### config.mk
export PLATFORM = sky130hd
export DESIGN_NAME = datapath_hs
export DESIGN_NICKNAME = d
export VERILOG_FILES = /design/src/rtl/dp_pkg.sv /design/src/rtl/datapath_hs_regfile.sv /design/src/rtl/datapath_hs.sv
export SDC_FILE = /design/constraint.sdc
export NUM_CORES = 1
export LEC_CHECK = 0
export CAP_MARGIN = 20
export CORE_UTILIZATION = 55
export CTS_BUF_LIST = sky130_fd_sc_hd__clkbuf_8
export CTS_CLUSTER_SIZE = 28
export DETAILED_ROUTE_END_ITERATION = 8
export PLACE_DENSITY_LB_ADDON = 0.12
export SLEW_MARGIN = 20
export SYNTH_ARGS = -nofsm -noshare
export SYNTH_HDL_FRONTEND = slang
export SYNTH_HIERARCHICAL = 1
export SYNTH_SLANG_ARGS = --single-unit
### constraint.sdc
create_clock -name clk -period 3.45 [get_ports clk]
set_input_delay 1.035 -clock clk [delete_from_list [all_inputs] [get_ports clk]]
set_output_delay 1.035 -clock clk [all_outputs]
set_load 0.05 [all_outputs]
### src/rtl/dp_pkg.sv
// Shared encodings for the multicycle datapath: ALU ops, mux selects,
// status flag positions and memory FSM states.
package dp_pkg;

    localparam logic [2:0] ALU_ADD   = 3'd0;
    localparam logic [2:0] ALU_SUB   = 3'd1;
    localparam logic [2:0] ALU_AND   = 3'd2;
    localparam logic [2:0] ALU_OR    = 3'd3;
    localparam logic [2:0] ALU_XOR   = 3'd4;
    localparam logic [2:0] ALU_SHL   = 3'd5;
    localparam logic [2:0] ALU_SHR   = 3'd6;
    localparam logic [2:0] ALU_PASSB = 3'd7;

    localparam logic [1:0] IN2_B    = 2'd0;
    localparam logic [1:0] IN2_IMMS = 2'd1;
    localparam logic [1:0] IN2_IMMB = 2'd2;
    localparam logic [1:0] IN2_ZERO = 2'd3;

    localparam logic [1:0] DIN_ALU  = 2'd0;
    localparam logic [1:0] DIN_MDR  = 2'd1;
    localparam logic [1:0] DIN_IMMB = 2'd2;
    localparam logic [1:0] DIN_PC   = 2'd3;

    localparam logic [1:0] PC_INC  = 2'd0;
    localparam logic [1:0] PC_IMMJ = 2'd1;
    localparam logic [1:0] PC_A    = 2'd2;
    localparam logic [1:0] PC_REL  = 2'd3;

    localparam logic [1:0] ADDR_PC   = 2'd0;
    localparam logic [1:0] ADDR_A    = 2'd1;
    localparam logic [1:0] ADDR_IMMB = 2'd2;
    localparam logic [1:0] ADDR_ALU  = 2'd3;

    localparam int FLAG_Z = 0;
    localparam int FLAG_N = 1;
    localparam int FLAG_C = 2;
    localparam int FLAG_V = 3;

    typedef enum logic {
        S_IDLE = 1'b0,
        S_REQ  = 1'b1
    } mem_state_e;

endpackage

### src/rtl/datapath_hs_regfile.sv
// Register file: two combinational read ports, one synchronous write port,
// all registers cleared by the asynchronous active-low reset.
module dp_regfile #(
    parameter int WIDTH = 16,
    parameter int ADDR  = 3
) (
    input  logic             clk,
    input  logic             rst_n,
    input  logic             we_i,
    input  logic [ADDR-1:0]  waddr_i,
    input  logic [WIDTH-1:0] wdata_i,
    input  logic [ADDR-1:0]  raddr1_i,
    input  logic [ADDR-1:0]  raddr2_i,
    output logic [WIDTH-1:0] rdata1_o,
    output logic [WIDTH-1:0] rdata2_o
);

    logic [WIDTH-1:0] regs_q [2**ADDR];

    always_ff @(posedge clk or negedge rst_n) begin
        if (!rst_n) begin
            for (int i = 0; i < 2**ADDR; i++) begin
                regs_q[i] <= '0;
            end
        end else if (we_i) begin
            regs_q[waddr_i] <= wdata_i;
        end
    end

    assign rdata1_o = regs_q[raddr1_i];
    assign rdata2_o = regs_q[raddr2_i];

endmodule

### src/rtl/datapath_hs.sv
// Multicycle CPU datapath with a single-outstanding req/ack memory port.
// Define DP_WATCHDOG_EN to abort transactions not acked within TIMEOUT cycles.
module datapath_hs
    import dp_pkg::*;
#(
    parameter int WORD_SIZE     = 16,
    parameter int REG_ADDR_SIZE = 3,
    parameter int ALU_OP_SIZE   = 3,
    parameter int TIMEOUT       = 15
) (
    input  logic                 clk,
    input  logic                 rst_n,
    input  logic [1:0]           alu_in2_mux,
    input  logic [1:0]           data_in_mux,
    input  logic [1:0]           pc_mux,
    input  logic [1:0]           addr_mux,
    input  logic                 mem_out_mux,
    input  logic                 ab_write,
    input  logic                 alu_out_write,
    input  logic                 status_write,
    input  logic                 reg_write,
    input  logic                 pc_write,
    input  logic                 ir_write,
    input  logic                 mem_start,
    input  logic                 mem_we_in,
    output logic                 mem_req,
    output logic                 mem_we,
    output logic [WORD_SIZE-1:0] mem_addr,
    output logic [WORD_SIZE-1:0] mem_wdata,
    input  logic [WORD_SIZE-1:0] mem_rdata,
    input  logic                 mem_ack,
    output logic                 busy,
    output logic                 mem_err,
    output logic [4:0]           opcode,
    output logic [WORD_SIZE-1:0] status
);

    localparam int W  = WORD_SIZE;
    localparam int RA = REG_ADDR_SIZE;

    logic [W-1:0] pc_q, ir_q, mdr_q, a_q, b_q, alu_out_q, status_q;
    logic [W-1:0] addr_q, wdata_q;
    logic         we_q;
    mem_state_e   state_q;

    logic [RA-1:0]          rd, rs1, rs2;
    logic [ALU_OP_SIZE-1:0] alu_op;
    logic [W-1:0] imm_j, imm_b, imm_s, imm_b_sx;
    logic [W-1:0] rf_rd1, rf_rd2, rf_wdata;
    logic [W-1:0] alu_in2, alu_res, pc_d, addr_d, status_d;
    logic [W:0]   sum_w, shl_w, shr_w;
    logic         alu_c, alu_v;

    assign rd       = ir_q[W-6 -: RA];
    assign rs1      = ir_q[W-6-RA -: RA];
    assign rs2      = ir_q[W-6-2*RA -: RA];
    assign alu_op   = ir_q[ALU_OP_SIZE-1:0];
    assign imm_j    = {5'b0, ir_q[W-6:0]};
    assign imm_b    = {{(W-8){1'b0}}, ir_q[7:0]};
    assign imm_b_sx = {{(W-8){ir_q[7]}}, ir_q[7:0]};
    assign imm_s    = {{(W-5){1'b0}}, ir_q[4:0]};

    dp_regfile #(.WIDTH(W), .ADDR(RA)) u_rf (
        .clk      (clk),
        .rst_n    (rst_n),
        .we_i     (reg_write),
        .waddr_i  (rd),
        .wdata_i  (rf_wdata),
        .raddr1_i (rs1),
        .raddr2_i (rs2),
        .rdata1_o (rf_rd1),
        .rdata2_o (rf_rd2)
    );

    always_comb begin
        alu_in2  = b_q;
        rf_wdata = alu_out_q;
        pc_d     = pc_q + 1'b1;
        addr_d   = pc_q;
        unique case (alu_in2_mux)
            IN2_B:    alu_in2 = b_q;
            IN2_IMMS: alu_in2 = imm_s;
            IN2_IMMB: alu_in2 = imm_b;
            default:  alu_in2 = '0;
        endcase
        unique case (data_in_mux)
            DIN_ALU:  rf_wdata = alu_out_q;
            DIN_MDR:  rf_wdata = mdr_q;
            DIN_IMMB: rf_wdata = imm_b;
            default:  rf_wdata = pc_q;
        endcase
        unique case (pc_mux)
            PC_INC:  pc_d = pc_q + 1'b1;
            PC_IMMJ: pc_d = imm_j;
            PC_A:    pc_d = a_q;
            default: pc_d = pc_q + imm_b_sx;
        endcase
        unique case (addr_mux)
            ADDR_PC:   addr_d = pc_q;
            ADDR_A:    addr_d = a_q;
            ADDR_IMMB: addr_d = imm_b;
            default:   addr_d = alu_out_q;
        endcase
    end

    // SUB is a + ~b + 1, so the carry out is set exactly when no borrow occurs
    always_comb begin
        alu_res = '0;
        alu_c   = 1'b0;
        alu_v   = 1'b0;
        sum_w   = '0;
        shl_w   = {1'b0, a_q} << alu_in2[3:0];
        shr_w   = {a_q, 1'b0} >> alu_in2[3:0];
        case (alu_op)
            ALU_ADD: begin
                sum_w   = {1'b0, a_q} + {1'b0, alu_in2};
                alu_res = sum_w[W-1:0];
                alu_c   = sum_w[W];
                alu_v   = (a_q[W-1] == alu_in2[W-1]) && (alu_res[W-1] != a_q[W-1]);
            end
            ALU_SUB: begin
                sum_w   = {1'b0, a_q} + {1'b0, ~alu_in2} + {{W{1'b0}}, 1'b1};
                alu_res = sum_w[W-1:0];
                alu_c   = sum_w[W];
                alu_v   = (a_q[W-1] != alu_in2[W-1]) && (alu_res[W-1] != a_q[W-1]);
            end
            ALU_AND: alu_res = a_q & alu_in2;
            ALU_OR:  alu_res = a_q | alu_in2;
            ALU_XOR: alu_res = a_q ^ alu_in2;
            ALU_SHL: begin
                alu_res = shl_w[W-1:0];
                alu_c   = shl_w[W];
            end
            ALU_SHR: begin
                alu_res = shr_w[W:1];
                alu_c   = shr_w[0];
            end
            default: alu_res = alu_in2;
        endcase
        status_d         = '0;
        status_d[FLAG_Z] = (alu_res == '0);
        status_d[FLAG_N] = alu_res[W-1];
        status_d[FLAG_C] = alu_c;
        status_d[FLAG_V] = alu_v;
    end

    always_ff @(posedge clk or negedge rst_n) begin
        if (!rst_n) begin
            pc_q      <= '0;
            ir_q      <= '0;
            a_q       <= '0;
            b_q       <= '0;
            alu_out_q <= '0;
            status_q  <= '0;
        end else begin
            if (pc_write)      pc_q      <= pc_d;
            if (ir_write)      ir_q      <= mdr_q;
            if (ab_write)      a_q       <= rf_rd1;
            if (ab_write)      b_q       <= rf_rd2;
            if (alu_out_write) alu_out_q <= alu_res;
            if (status_write)  status_q  <= status_d;
        end
    end

`ifdef DP_WATCHDOG_EN
    localparam int CW = $clog2(TIMEOUT + 1);
    localparam logic [CW-1:0] CNT_LAST = CW'(TIMEOUT - 1);
    logic [CW-1:0] cnt_q;
    logic          err_q;
`else
    localparam int unused_timeout = TIMEOUT;
`endif

    // Address, data and direction are frozen at mem_start and held until ack
    always_ff @(posedge clk or negedge rst_n) begin
        if (!rst_n) begin
            state_q <= S_IDLE;
            addr_q  <= '0;
            wdata_q <= '0;
            we_q    <= 1'b0;
            mdr_q   <= '0;
`ifdef DP_WATCHDOG_EN
            cnt_q   <= '0;
            err_q   <= 1'b0;
`endif
        end else begin
            case (state_q)
                S_IDLE: begin
                    if (mem_start) begin
                        state_q <= S_REQ;
                        addr_q  <= addr_d;
                        wdata_q <= mem_out_mux ? a_q : b_q;
                        we_q    <= mem_we_in;
`ifdef DP_WATCHDOG_EN
                        cnt_q   <= '0;
`endif
                    end
                end
                default: begin
                    if (mem_ack) begin
                        state_q <= S_IDLE;
                        we_q    <= 1'b0;
                        if (!we_q) mdr_q <= mem_rdata;
                    end
`ifdef DP_WATCHDOG_EN
                    else if (cnt_q == CNT_LAST) begin
                        state_q <= S_IDLE;
                        we_q    <= 1'b0;
                        err_q   <= 1'b1;
                    end else begin
                        cnt_q <= cnt_q + 1'b1;
                    end
`endif
                end
            endcase
        end
    end

`ifdef DP_WATCHDOG_EN
    assign mem_err = err_q;
`else
    assign mem_err = 1'b0;
`endif

    assign mem_req   = (state_q == S_REQ);
    assign busy      = (state_q == S_REQ);
    assign mem_we    = we_q;
    assign mem_addr  = addr_q;
    assign mem_wdata = wdata_q;
    assign opcode    = ir_q[W-1 -: 5];
    assign status    = status_q;

endmodule
Yosys cells after proc, flatten, opt, wreduce, memory -nomap -nowiden

Index checks and enable logic that the tools add are counted.

Memory bits (read-only): 0
Latch bits: 0
Output and inout port bits: 57
Input port bits: 36
Memory bits (writable): 0
Memories: 0
Flip-flop bits (word level): 262

Reductions and logical operators: 13
Bitwise logic cells: 9
Shifts and indexed selects: 2
Divide/modulo/power cells: 0
Equal/unequal tests: 19
$add $sub $neg: 5
Multiplexer cells: 23
Multiply operators: 0
$lt $le $gt $ge: 4

Operators by type and width:

| cell                                                                  | number |
|---|---|
| 16-bit case mux with 3 select lines                                   | 4 |
| 128-bit bitwise mux                                                   | 1 |
| 16-bit case mux with 7 select lines                                   | 1 |
| 16-bit binary-select mux with 3-bit select                            | 2 |
| 16-bit 2-to-1 mux                                                     | 6 |
| 16-bit demux with 3-bit select                                        | 1 |
| 16-bit by 16-bit adder with 17-bit output                             | 2 |
| 17-bit by 1-bit adder with 17-bit output, second input constant       | 1 |
| 16-bit by 4-bit left shift with 17-bit output                         | 1 |
| 17-bit by 4-bit >> shifter with 17-bit output                         | 1 |
| 16-bit by 1-bit adder with 16-bit output, second input constant       | 1 |
| 16-bit adder                                                          | 1 |
| 16-bit bitwise AND                                                    | 1 |
| 16-bit logical NOT                                                    | 1 |
| 16-bit inverter                                                       | 1 |
| 16-bit bitwise OR                                                     | 1 |
| 16-bit XOR                                                            | 1 |
| 4-bit >= comparator, second input constant                            | 3 |
| 3-bit inverter with 4-bit output                                      | 3 |
| 3-bit equality test, second input constant                            | 3 |
| 2-bit by 1-bit equality test with 1-bit output, second input constant | 4 |
| 2-bit equality test, second input constant                            | 4 |
| 2-bit logical NOT                                                     | 4 |
| 3-bit by 2-bit equality test with 1-bit output, second input constant | 2 |
| other kinds (14)                                                      | 25 |

Longest topological paths before layout

Gate-level depths: netlist (run 1).

Depth in word-level cells: 8
Depth in mapped cells: 18
Depth with buffers taken out: 16

Hierarchy

The synthesis (run 1) kept the hierarchy.

Modules (own cells, without submodules):

| module      | cells each | times used | area each (µm²) |
|---|---|---|---|
| datapath_hs | 1378       | 1          | 11601.1 |
| dp_regfile  | 393        | 1          | 7000.5 |

Worst setup path before layout (run 1)

Ideal clock, no wire load.

Path kind: in2reg
Start point: input alu_in2_mux[1]
End point: register status_q[0] (netlist: status[0])
Setup slack: -1.173 ns
Data required time: 3.347 ns
Arrival time: 4.519 ns
Stages on the path: 17
Buffers on the path: 3
Cells stage by stage: buf_4 xor2_4 a21o_1 buf_2 buf_2 ha_1 fa_1 o21bai_1 a2111oi_0 and3b_1 a21oi_1 a2111o_1 o21ai_0 xnor2_1 a221oi_1 a21oi_1 o41ai_2

Longest elaborated chain between the ends: 7
Elaborated cells on any way between the ends: 15
Classes of those cells: 3 x add/sub; 2 x eq/ne; 2 x shift; 2 x mux; 4 x bitwise; 2 x reduce/logical

RTL lines:

| element                                     | RTL line           | source |
|---|---|---|
| from (decl)                                 | datapath_hs.sv:13  | `input logic [1:0] alu_in2_mux,` |
| 2-bit equality test (tied with other cells) | datapath_hs.sv:80  | `unique case (alu_in2_mux)` |
| 16-bit case mux with 3 select lines *       | datapath_hs.sv:80  |  |
| 16-bit inverter                             | datapath_hs.sv:122 | `sum_w = {1'b0, a_q} + {1'b0, ~alu_in2} + {{W{1'b0}}, 1'b1};` |
| 16-bit by 16-bit adder with 17-bit output   | datapath_hs.sv:122 |  |
| 17-bit by 1-bit adder with 17-bit output    | datapath_hs.sv:122 |  |
| 16-bit case mux with 7 select lines *       | datapath_hs.sv:114 | `case (alu_op)` |
| 16-bit logical NOT *                        | datapath_hs.sv:141 | `status_d[FLAG_Z] = (alu_res == '0);` |
| to (signal assigned)                        | datapath_hs.sv:161 | `if (status_write) status_q <= status_d;` |
| to (decl)                                   | datapath_hs.sv:41  | `logic [W-1:0] pc_q, ir_q, mdr_q, a_q, b_q, alu_out_q, status_q;` |

Every way passes the cells marked *; elsewhere a longest branch is shown, timed or not.
A chain may end at the register's enable or synchronous reset.

Worst setup path after layout (run 1)

Same ends and word-level chain as after synthesis.

==> flow_metrics.env, run 1 <==
export IMPL_core_area_um2=32900
export IMPL_via_per_inst=6.44
export IMPL_r2r_cells=15
export IMPL_crit_arrival_ns=4.35
export IMPL_async_flop_share=1.00
export IMPL_start_util=0.566
export IMPL_status="finished with violations"
export IMPL_cap_viol_max_count=0
export IMPL_portBuffers=79
export IMPL_startpoint_type="primary input"
export IMPL_finalClockSkew_ns=0.0256
export IMPL_cts_path_max_buffers=3
export IMPL_antenna_found_initial=2
export IMPL_drc_errors=0
export IMPL_crit_path_cell_trace="buf_12 > xor2_4 > buf_6 > buf_12 > a22oi_2 > ha_4 > buf_6 > a21oi_4 > o22a_1 > buf_6 > a21o_1 > a21o_1 > a21oi_2 > nor4_2 > o2111ai_2 > nor4b_2 > nand4_1 > o41ai_2"
export IMPL_cts_tree="yes"
export IMPL_setup_tns_ns=-1.66
export IMPL_ys_seq_area_frac=0.352
export IMPL_cp_end_kind="flop"
export IMPL_path_clk_slew_ns=0.07
export IMPL_ys_seq_elements=262
export IMPL_period_needed_ns=3.84
export IMPL_drt_iter0_markers=1682
export IMPL_cts_sinks=262
export IMPL_crit_type="in -> reg"
export IMPL_p_leak_nw=10.9
export IMPL_fmax_ghz=0.261
export IMPL_finish_utilization=0.738
export IMPL_p_per_area_nw_per_um2=957
export IMPL_fp_row_count=66
export IMPL_r2r_start="b_q[3]$_DFFE_PN0P_"
export IMPL_slew_headroom=0.253
export IMPL_rsz0062_at_grt="yes"
export IMPL_slew_violations=0
export IMPL_grt_max_degree=70
export IMPL_synth_distinct_cells=87
export IMPL_mostFrequentLayoutCells="buf_4, dfrtp_1, mux2_2"
export IMPL_synth_edf_count=0
export IMPL_layout_cells_non_filler=2611
export IMPL_fin_crit_sh=1.11
export IMPL_fin_ws_ns=-0.387
export IMPL_violations="negative setup slack"
export IMPL_cpMostUsedCell="buf_6"
export IMPL_peakVddDrop_uv=583
export IMPL_cp_max_fo=6
export IMPL_crit_family="compound AO/OA/AOI/OAI gates"
export IMPL_worst_pin_slew_ns=1.11
export IMPL_track_usage=0.405
export IMPL_overflow=0
export IMPL_io_pins=93
export IMPL_rrSetupSlack_ns=-0.11
export IMPL_drt_pass1_iter_count=5
export IMPL_htreeDepth=2
export IMPL_cts_root_buffer="clkbuf_8"
export IMPL_rr_endpoint="status[0]$_DFFE_PN0P_"
export IMPL_fp_dieH_um=186
export IMPL_wire_per_inst_um=26.3
export IMPL_hold_viol_final=0
export IMPL_syn_inst=1771
export IMPL_syn_area_per_cell_um2=10.5
export IMPL_worstPathRequired_ns=3.96
export IMPL_numCtsBuffers=46
export IMPL_grt_pass1_wl_mm=103
export IMPL_final_common_cell="buf_4"
export IMPL_antenna_left=0
export IMPL_dieArea_um2=34600
export IMPL_antenna_cells=0
export IMPL_ys_flop_type="dfrtp_1"
export IMPL_critical_path_max_stage_delay_ns=0.38
export IMPL_drive_gt1_frac=0.392
export IMPL_area_delta_synth_final_pct=30.4
export IMPL_placed_cells=2503
export IMPL_critPathBufInv=5
export IMPL_yosysWarnings=6
export IMPL_hold_path_class="in -> async"
export IMPL_slowest_stage="nor4_2"
export IMPL_finalSetupViolations=10
export IMPL_vias=16800
export IMPL_grt_pass1_vias=16700
export IMPL_routed_wl_mm=68.5
export IMPL_worstSkewPairLatency_ns=0.62
export IMPL_synth_area_um2=18600
export IMPL_die_w_um=186
export IMPL_dp_hpwl_mm=49.7
export IMPL_gp_congestion=1.05
export IMPL_fin_nets=2250
-- state kept, by name (all words and copies together) (netlist names) --
signal	cells
u_rf/regs_q	128
ir_q	16
busy	1
b_q	16
mem_addr	16
a_q	16
alu_out_q	16
mem_we	1
mdr_q	16
status	4
pc_q	16
mem_wdata	16
-- Yosys cell counts, drive strengths merged, types with 5 or more instances --
| cell | instances | share of area |
|---|---|---|
| dfrtp | 262 | 0.35 |
| mux2 | 211 | 0.13 |
| nand2 | 159 | 0.032 |
| nor2 | 117 | 0.024 |
| o21ai | 107 | 0.029 |
| a21oi | 104 | 0.029 |
| mux4 | 81 | 0.11 |
| buf | 80 | 0.029 |
| ha | 73 | 0.049 |
| clkbuf | 69 | 0.014 |
| inv | 56 | 0.011 |
| mux2i | 52 | 0.028 |
| a211oi | 31 | 0.013 |
| nor3 | 27 | 0.0073 |
| nand3 | 20 | 0.0054 |
| nor2b | 19 | 0.0064 |
| xnor2 | 19 | 0.0093 |
| a31oi | 16 | 0.0054 |
| a21o | 15 | 0.0061 |
| a221oi | 15 | 0.0071 |
| o211ai | 15 | 0.0061 |
| a22o | 13 | 0.0061 |
| nand2b | 13 | 0.0044 |
| a211o | 11 | 0.0052 |
| a22oi | 10 | 0.0040 |
| o22ai | 9 | 0.0030 |
| or2 | 9 | 0.0030 |
| xor2 | 9 | 0.0052 |
| and2 | 8 | 0.0027 |
| nand4 | 8 | 0.0030 |
| nor4 | 8 | 0.0027 |
| or3 | 8 | 0.0027 |
| nand3b | 7 | 0.0028 |
| o31ai | 7 | 0.0028 |
| nor3b | 6 | 0.0027 |
| o21bai | 6 | 0.0024 |
| a2111oi | 5 | 0.0034 |
| a32oi | 5 | 0.0024 |
| nor4b | 5 | 0.0032 |
| o2111ai | 5 | 0.0024 |
-- worst register-to-register path, delay by kind of cell, from the launching register on --
kind	cells	cell delay (ns)
mux	1	0.14
flops	1	0.39
fa+ha+maj	1	0.27
compound gates	6	1.56
buf+inv	2	0.30
simple gates	5	0.81
-- power breakdown --
| group | switching, mW | internal (mW) | total (mW) | leakage [nW] |
|---|---|---|---|---|
| Combinational | 7.40 | 6.95 | 14.3 | 7.12 |
| Clock | 1.37 | 1.75 | 3.12 | 0.542 |
| Sequential | 1.34 | 4.40 | 5.74 | 3.26 |
-- cells by family after synthesis --
family | share of synthesized area
AND/OR/NAND/NOR | 0.114
AO/OA/AOI/OAI | 0.147
multiplexers | 0.265
flip-flops | 0.352
buffers and inverters | 0.0541
adder cells (fa/ha/maj) | 0.0523
XOR/XNOR | 0.0146
other | 0.000202
-- per-stage QoR --
step	power, mW	instance area, µm²	setup WS [ns]	hold WS (ns)
2_1_floorplan	13.1	18900	-0.837	0.461
3_3_place_gp	18.2	22100	-1.63	0.463
3_5_place_dp	18.5	22200	-1.70	0.465
4_1_cts	22.4	23800	-0.453	0.368
5_1_grt	24.3	24300	-0.531	0.387
6_report	23.2	24300	-0.387	0.379
-- metal layers --
metal  GRT usage  wire length, µm  up-vias
li1            -                -     7338
met1       0.537            27500     8345
met2       0.639            31400      882
met3      0.0708             5690      241
met4       0.205             3910        2
met5           0                9        -
-- cell type report --
type	count	area, µm²
Clock buffer	55	757
Clock inverter	24	230
Fill cell	2371	8610
Inverter	57	229
Multi-Input combinational cell	1315	12100
Sequential cell	262	6560
Tap cell	442	553
Timing Repair Buffer	456	3860
-- how the worst max path moves through the flow --
stage,cells past startpoint,from,to
after floorplan,18,alu_in2_mux[1],status[0]$_DFFE_PN0P_
after detailed placement,18,alu_in2_mux[1],status[0]$_DFFE_PN0P_
after CTS,19,alu_in2_mux[1],status[0]$_DFFE_PN0P_
final,18,alu_in2_mux[1],status[0]$_DFFE_PN0P_
after global placement,18,alu_in2_mux[1],status[0]$_DFFE_PN0P_
after global routing,18,alu_in2_mux[1],status[0]$_DFFE_PN0P_
-- timing repair --
| item | 4_1_cts | 5_1_grt |
|---|---|---|
| gates resized for setup | 119 | 77 |
| setup endpoints to repair | 25 | 17 |
| buffers inserted | 16 | 18 |
| hold buffers | 0 | 0 |
| pin swaps | 43 | 67 |
(Power assumes the default switching activity.)
==> run 2, diff against run 1 <==
--- a/config.mk
+++ b/config.mk
@@ -6,7 +6,7 @@
 export NUM_CORES = 1
 export LEC_CHECK = 0
 export CAP_MARGIN = 20
-export CORE_UTILIZATION = 55
+export CORE_UTILIZATION = 50
 export CTS_BUF_LIST = sky130_fd_sc_hd__clkbuf_8
 export CTS_CLUSTER_SIZE = 28
 export DETAILED_ROUTE_END_ITERATION = 8
==> run 2 against run 1 <==
The flow still finishes with violations (negative setup slack). Global-route usage shrank 4.1 points. First-iteration DRC count rose by 1.8%. Total power decreased by 1.4%. Register-to-register slack got worse by 0.04 ns. Critical path depth fell by 1. Combinational power barely moved. Sequential cell count is the same.
==> flow_metrics.env, run 2 (synthesized netlist as in run 1, its figures left out) <==
export IMPL_status="finished with violations"
export IMPL_violations="negative setup slack"
export IMPL_grt_pass1_vias=16200
export IMPL_overflow=0
export IMPL_mostFrequentLayoutCells="buf_4, dfrtp_1, mux2_2"
export IMPL_rsz0062_at_grt="yes"
export IMPL_hold_viol_final=0
export IMPL_drt_pass1_iter_count=5
export IMPL_hold_path_class="in -> async"
export IMPL_cp_max_fo=5
export IMPL_worstPathRequired_ns=3.96
export IMPL_dieArea_um2=38000
export IMPL_fp_dieH_um=195
export IMPL_slew_headroom=0.257
export IMPL_fmax_ghz=0.258
export IMPL_critical_path_max_stage_delay_ns=0.48
export IMPL_gp_congestion=1.04
export IMPL_via_per_inst=6.26
export IMPL_cp_end_kind="flop"
export IMPL_finalClockSkew_ns=0.0489
export IMPL_critPathBufInv=4
export IMPL_vias=16500
export IMPL_drive_gt1_frac=0.389
export IMPL_peakVddDrop_uv=683
export IMPL_crit_arrival_ns=4.39
export IMPL_period_needed_ns=3.88
export IMPL_antenna_left=0
export IMPL_crit_family="compound AO/OA/AOI/OAI gates"
export IMPL_drt_iter0_markers=1713
export IMPL_largest_reg_flops=128
export IMPL_worst_pin_slew_ns=1.10
export IMPL_antenna_found_initial=0
export IMPL_htreeDepth=2
export IMPL_fp_row_count=70
export IMPL_numCtsBuffers=46
export IMPL_fin_crit_sh=1.12
export IMPL_path_clk_slew_ns=0.06
export IMPL_filler_cell_count=2951
export IMPL_startpoint_type="primary input"
export IMPL_cts_path_max_buffers=3
export IMPL_slowest_stage="a2111oi_4"
export IMPL_finalPower_mw=22.9
export IMPL_core_area_um2=36600
export IMPL_die_w_um=195
export IMPL_regMostFlops="u_rf/regs_q"
export IMPL_routed_wl_mm=68.9
export IMPL_fin_ws_ns=-0.425
export IMPL_worstSkewPairLatency_ns=0.65
export IMPL_io_pins=93
export IMPL_track_usage=0.365
export IMPL_fin_nets=2249
export IMPL_crit_path_cell_trace="buf_8 > buf_12 > xor2_4 > buf_6 > a21boi_4 > ha_4 > nor3b_4 > a2111oi_4 > and3b_1 > a21oi_2 > buf_4 > a21oi_4 > xnor2_2 > o22ai_2 > o32ai_2 > nand4_1 > o41ai_2"
export IMPL_cts_root_buffer="clkbuf_8"
export IMPL_dp_hpwl_mm=50.6
export IMPL_wire_per_inst_um=26.2
export IMPL_start_util=0.508
export IMPL_finalSetupViolations=10
export IMPL_area_delta_synth_final_pct=29.6
export IMPL_grt_pass1_wl_mm=103
export IMPL_final_common_cell="buf_4"
export IMPL_p_per_area_nw_per_um2=949
export IMPL_cts_sinks=262
export IMPL_antenna_cells=0
export IMPL_drc_errors=0
export IMPL_dpl_cell_area_um2=22100
export IMPL_cts_tree="yes"
export IMPL_fin_area_um2=24100
export IMPL_ctsHoldBuffers=0
export IMPL_grt_max_degree=82
export IMPL_slew_violations=0
export IMPL_p_leak_nw=10.9
export IMPL_crit_type="in -> reg"
export IMPL_cap_viol_max_count=0
export IMPL_portBuffers=79
run 2: changes by cell type in the layout (fill, tap and decap cells not counted), sizes merged:
| cell | change |
|---|---|
| inv | +12 |
| clkbuf | -6 |
| clkinv | -5 |
| bufinv | -2 |
| clkinvlp | -1 |
run 2: area by class of cell:
| type | instances | area [µm²] | area share |
|---|---|---|---|
| multi-input combinational | 1315 | 12100 | 0.501 |
| timing repair buffer | 455 | 3780 | 0.157 |
| tap | 468 | 586 | 0.0243 |
| clock buffer | 50 | 688 | 0.0285 |
| inverter | 57 | 228 | 0.00944 |
| sequential | 262 | 6560 | 0.272 |
| clock inverter | 28 | 185 | 0.00768 |
run 2: metal layers:
layer,vias to the layer above,routed length (µm),GRT usage
li1,7336,-,-
met1,8240,28100,0.489
met2,721,32000,0.578
met3,190,5120,0.0614
met4,0,3700,0.169
met5,-,0,0
run 2: power breakdown:
| part | internal, mW | total (mW) | switching, mW |
|---|---|---|---|
| clock network | 1.49 | 2.81 | 1.33 |
| registers | 4.40 | 5.72 | 1.32 |
| logic | 6.94 | 14.4 | 7.42 |
run 2: path summary, 6_finish.rpt:
path	end	cells after the start	from	slack, ns
min in group clk	mem_wdata[10]$_DFFE_PN0P_	2	mem_wdata[10]$_DFFE_PN0P_	0.48
worst max register to register	status[0]$_DFFE_PN0P_	14	b_q[1]$_DFFE_PN0P_	-0.15
worst min-delay path	mem_we$_DFFE_PN0P_	1	rst_n	0.35
max in group asynchronous	u_rf/regs_q[117]$_DFFE_PN0P_	2	rst_n	2.25
worst max-delay path	status[0]$_DFFE_PN0P_	17	alu_in2_mux[1]	-0.43
worst min register to register	mem_wdata[10]$_DFFE_PN0P_	2	mem_wdata[10]$_DFFE_PN0P_	0.48
run 2: stage by stage:
stage | TNS [ns] | util | worst slack, ns | instances | hold slack, ns
floorplan | -6.35 | - | -0.837 | 1783 | 0.461
global placement | -28.17 | 0.604 | -1.73 | 2526 | 0.462
detailed placement | -29.82 | 0.604 | -1.74 | 2526 | 0.470
CTS | -1.76 | 0.647 | -0.480 | 2628 | 0.341
global route | -2.86 | 0.659 | -0.542 | 2635 | 0.389
finish | -1.88 | 0.659 | -0.425 | 2635 | 0.351
run 2: timing repair:
action,in CTS,in global routing
gates resized for setup,114,84
pin swaps,58,65
hold endpoints to repair,0,0
buffers inserted,29,13
setup endpoints to repair,22,15
cloned,1,0
==> run 3, diff against run 2 <==
--- a/config.mk
+++ b/config.mk
@@ -6,7 +6,7 @@
 export NUM_CORES = 1
 export LEC_CHECK = 0
 export CAP_MARGIN = 20
-export CORE_UTILIZATION = 50
+export CORE_UTILIZATION = 38
 export CTS_BUF_LIST = sky130_fd_sc_hd__clkbuf_8
 export CTS_CLUSTER_SIZE = 28
 export DETAILED_ROUTE_END_ITERATION = 8
==> run 3 against run 2 <==
The flow still finishes with violations (negative setup slack). Critical path depth down 1. Register-to-register slack about the same. Maximum frequency shrank 2.7%. Sequential cell count unchanged. Non-clock buffer count is 11 lower. Critical path type unchanged. Critical endpoint unchanged.
==> flow_metrics.env, run 3 (synthesized netlist as in run 1, its figures left out) <==
export IMPL_status="finished with violations"
export IMPL_violations="negative setup slack"
export IMPL_startpoint_type="primary input"
export IMPL_fmax_ghz=0.251
export IMPL_peakVddDrop_uv=429
export IMPL_fin_ws_ns=-0.534
export IMPL_r2r_start="b_q[3]$_DFFE_PN0P_"
export IMPL_rsz0062_at_grt="yes"
export IMPL_holdWs_ns=0.393
export IMPL_dieArea_um2=49800
export IMPL_antenna_cells=0
export IMPL_dp_hpwl_mm=53.5
export IMPL_io_pins=93
export IMPL_die_w_um=223
export IMPL_drive_gt1_frac=0.380
export IMPL_final_common_cell="buf_4"
export IMPL_fp_dieH_um=223
export IMPL_drt_pass1_iter_count=8
export IMPL_grt_pass1_vias=16300
export IMPL_worstPathRequired_ns=3.98
export IMPL_drt_iter0_markers=1325
export IMPL_area_delta_synth_final_pct=29.5
export IMPL_cts_path_max_buffers=3
export IMPL_numCtsBuffers=48
export IMPL_start_util=0.387
export IMPL_cts_sinks=262
export IMPL_crit_arrival_ns=4.51
export IMPL_rrSetupSlack_ns=-0.14
export IMPL_via_per_inst=5.90
export IMPL_slew_headroom=0.287
export IMPL_fin_nets=2240
export IMPL_p_per_area_nw_per_um2=941
export IMPL_track_usage=0.289
export IMPL_cts_tree="yes"
export IMPL_rr_endpoint="status[0]$_DFFE_PN0P_"
export IMPL_fin_crit_sh=1.15
export IMPL_worst_pin_slew_ns=1.06
export IMPL_grt_pass1_wl_mm=107
export IMPL_core_area_um2=48000
export IMPL_finish_utilization=0.501
export IMPL_vias=16400
export IMPL_fp_row_count=80
export IMPL_cp_max_fo=21
export IMPL_overflow=0
export IMPL_finalClockSkew_ns=0.0227
export IMPL_hold_viol_final=0
export IMPL_path_clk_slew_ns=0.06
export IMPL_routed_wl_mm=71.9
export IMPL_wire_per_inst_um=25.9
export IMPL_p_leak_nw=10.8
export IMPL_pre_cts_slack_ns=-1.83
export IMPL_grt_max_degree=76
export IMPL_finalPower_mw=22.7
export IMPL_largest_reg_flops=128
export IMPL_portBuffers=79
export IMPL_regMostFlops="u_rf/regs_q"
export IMPL_period_needed_ns=3.98
export IMPL_fin_area_um2=24100
export IMPL_hold_path_class="in -> async"
export IMPL_cap_viol_max_count=0
export IMPL_gp_congestion=0.994
export IMPL_slew_violations=0
export IMPL_finalSetupViolations=10
export IMPL_cts_root_buffer="clkbuf_8"
export IMPL_mostFrequentLayoutCells="buf_4, dfrtp_1, mux2_2"
export IMPL_ctsHoldBuffers=0
export IMPL_htreeDepth=2
export IMPL_antenna_found_initial=0
export IMPL_cp_end_kind="flop"
export IMPL_r2r_cells=14
export IMPL_drc_errors=0
export IMPL_worstSkewPairLatency_ns=0.63
export IMPL_dpl_cell_area_um2=22400
export IMPL_crit_type="in -> reg"
export IMPL_antenna_left=0
## run 3: cell count changes in the layout (fill, tap and decap cells not counted), sizes merged
cell	before	now
inv	79	73
buf	382	370
clkinv	3	7
clkinvlp	1	2
clkbuf	50	57
## run 3: layer usage
metal	wire length (µm)	global-route usage	vias up	share of wire
met1	31300	0.389	8325	0.44
met5	0	0	-	0
met4	3060	0.114	0	0.042
met3	4140	0.0432	152	0.058
li1	-	-	7319	-
met2	33400	0.470	569	0.46
## run 3: cell type report
type / count / area, µm²
Fill cell: 4450 / 24000
Multi-Input combinational cell: 1315 / 11900
Sequential cell: 262 / 6560
Timing Repair Buffer: 444 / 3720
Clock buffer: 56 / 771
Tap cell: 615 / 769
Inverter: 57 / 231
Clock inverter: 27 / 180
## run 3: how the worst max path moves through the flow
| stage | slack, ns | endpoint | from |
|---|---|---|---|
| 3_5_place_dp | -1.83 | status[0]$_DFFE_PN0P_ | alu_in2_mux[1] |
| 3_3_place_gp | -1.71 | status[0]$_DFFE_PN0P_ | alu_in2_mux[1] |
| 2_1_floorplan | -0.84 | status[0]$_DFFE_PN0P_ | alu_in2_mux[1] |
| 6_report | -0.53 | status[0]$_DFFE_PN0P_ | alu_in2_mux[1] |
| 5_1_grt | -0.51 | status[0]$_DFFE_PN0P_ | alu_in2_mux[1] |
| 4_1_cts | -0.52 | status[0]$_DFFE_PN0P_ | alu_in2_mux[0] |
## run 3: what timing repair did
item	CTS	global route
resized for setup	82	56
pin swaps	37	36
setup buffers	15	8
cloned	1	0
endpoints found under the setup margin	25	17
## run 3: power breakdown
group	switching (mW)	internal (mW)
Clock	1.36	1.63
Combinational	7.28	6.71
Sequential	1.30	4.40
## run 3: worst max-delay path, stage by stage
cell and delay (ns):
buf_8 0.11, buf_12 0.13, xor2_4 0.21, buf_12 0.14
a21oi_4 0.16, buf_12 0.13, buf_4 0.10, buf_4 0.31
mux2i_1 0.35, mux4_2 0.33, o21ai_0 0.15, a32oi_2 0.40
o2111ai_2 0.23, nor4b_4 0.36, nand4_1 0.15, o41ai_2 0.20
## run 3: metrics by stage
stage	instances	setup TNS, ns
3_5_place_dp	2672	-29.64
6_report	2776	-1.53
2_1_floorplan	1783	-6.35
4_1_cts	2768	-1.34
3_3_place_gp	2672	-28.77
5_1_grt	2776	-2.32
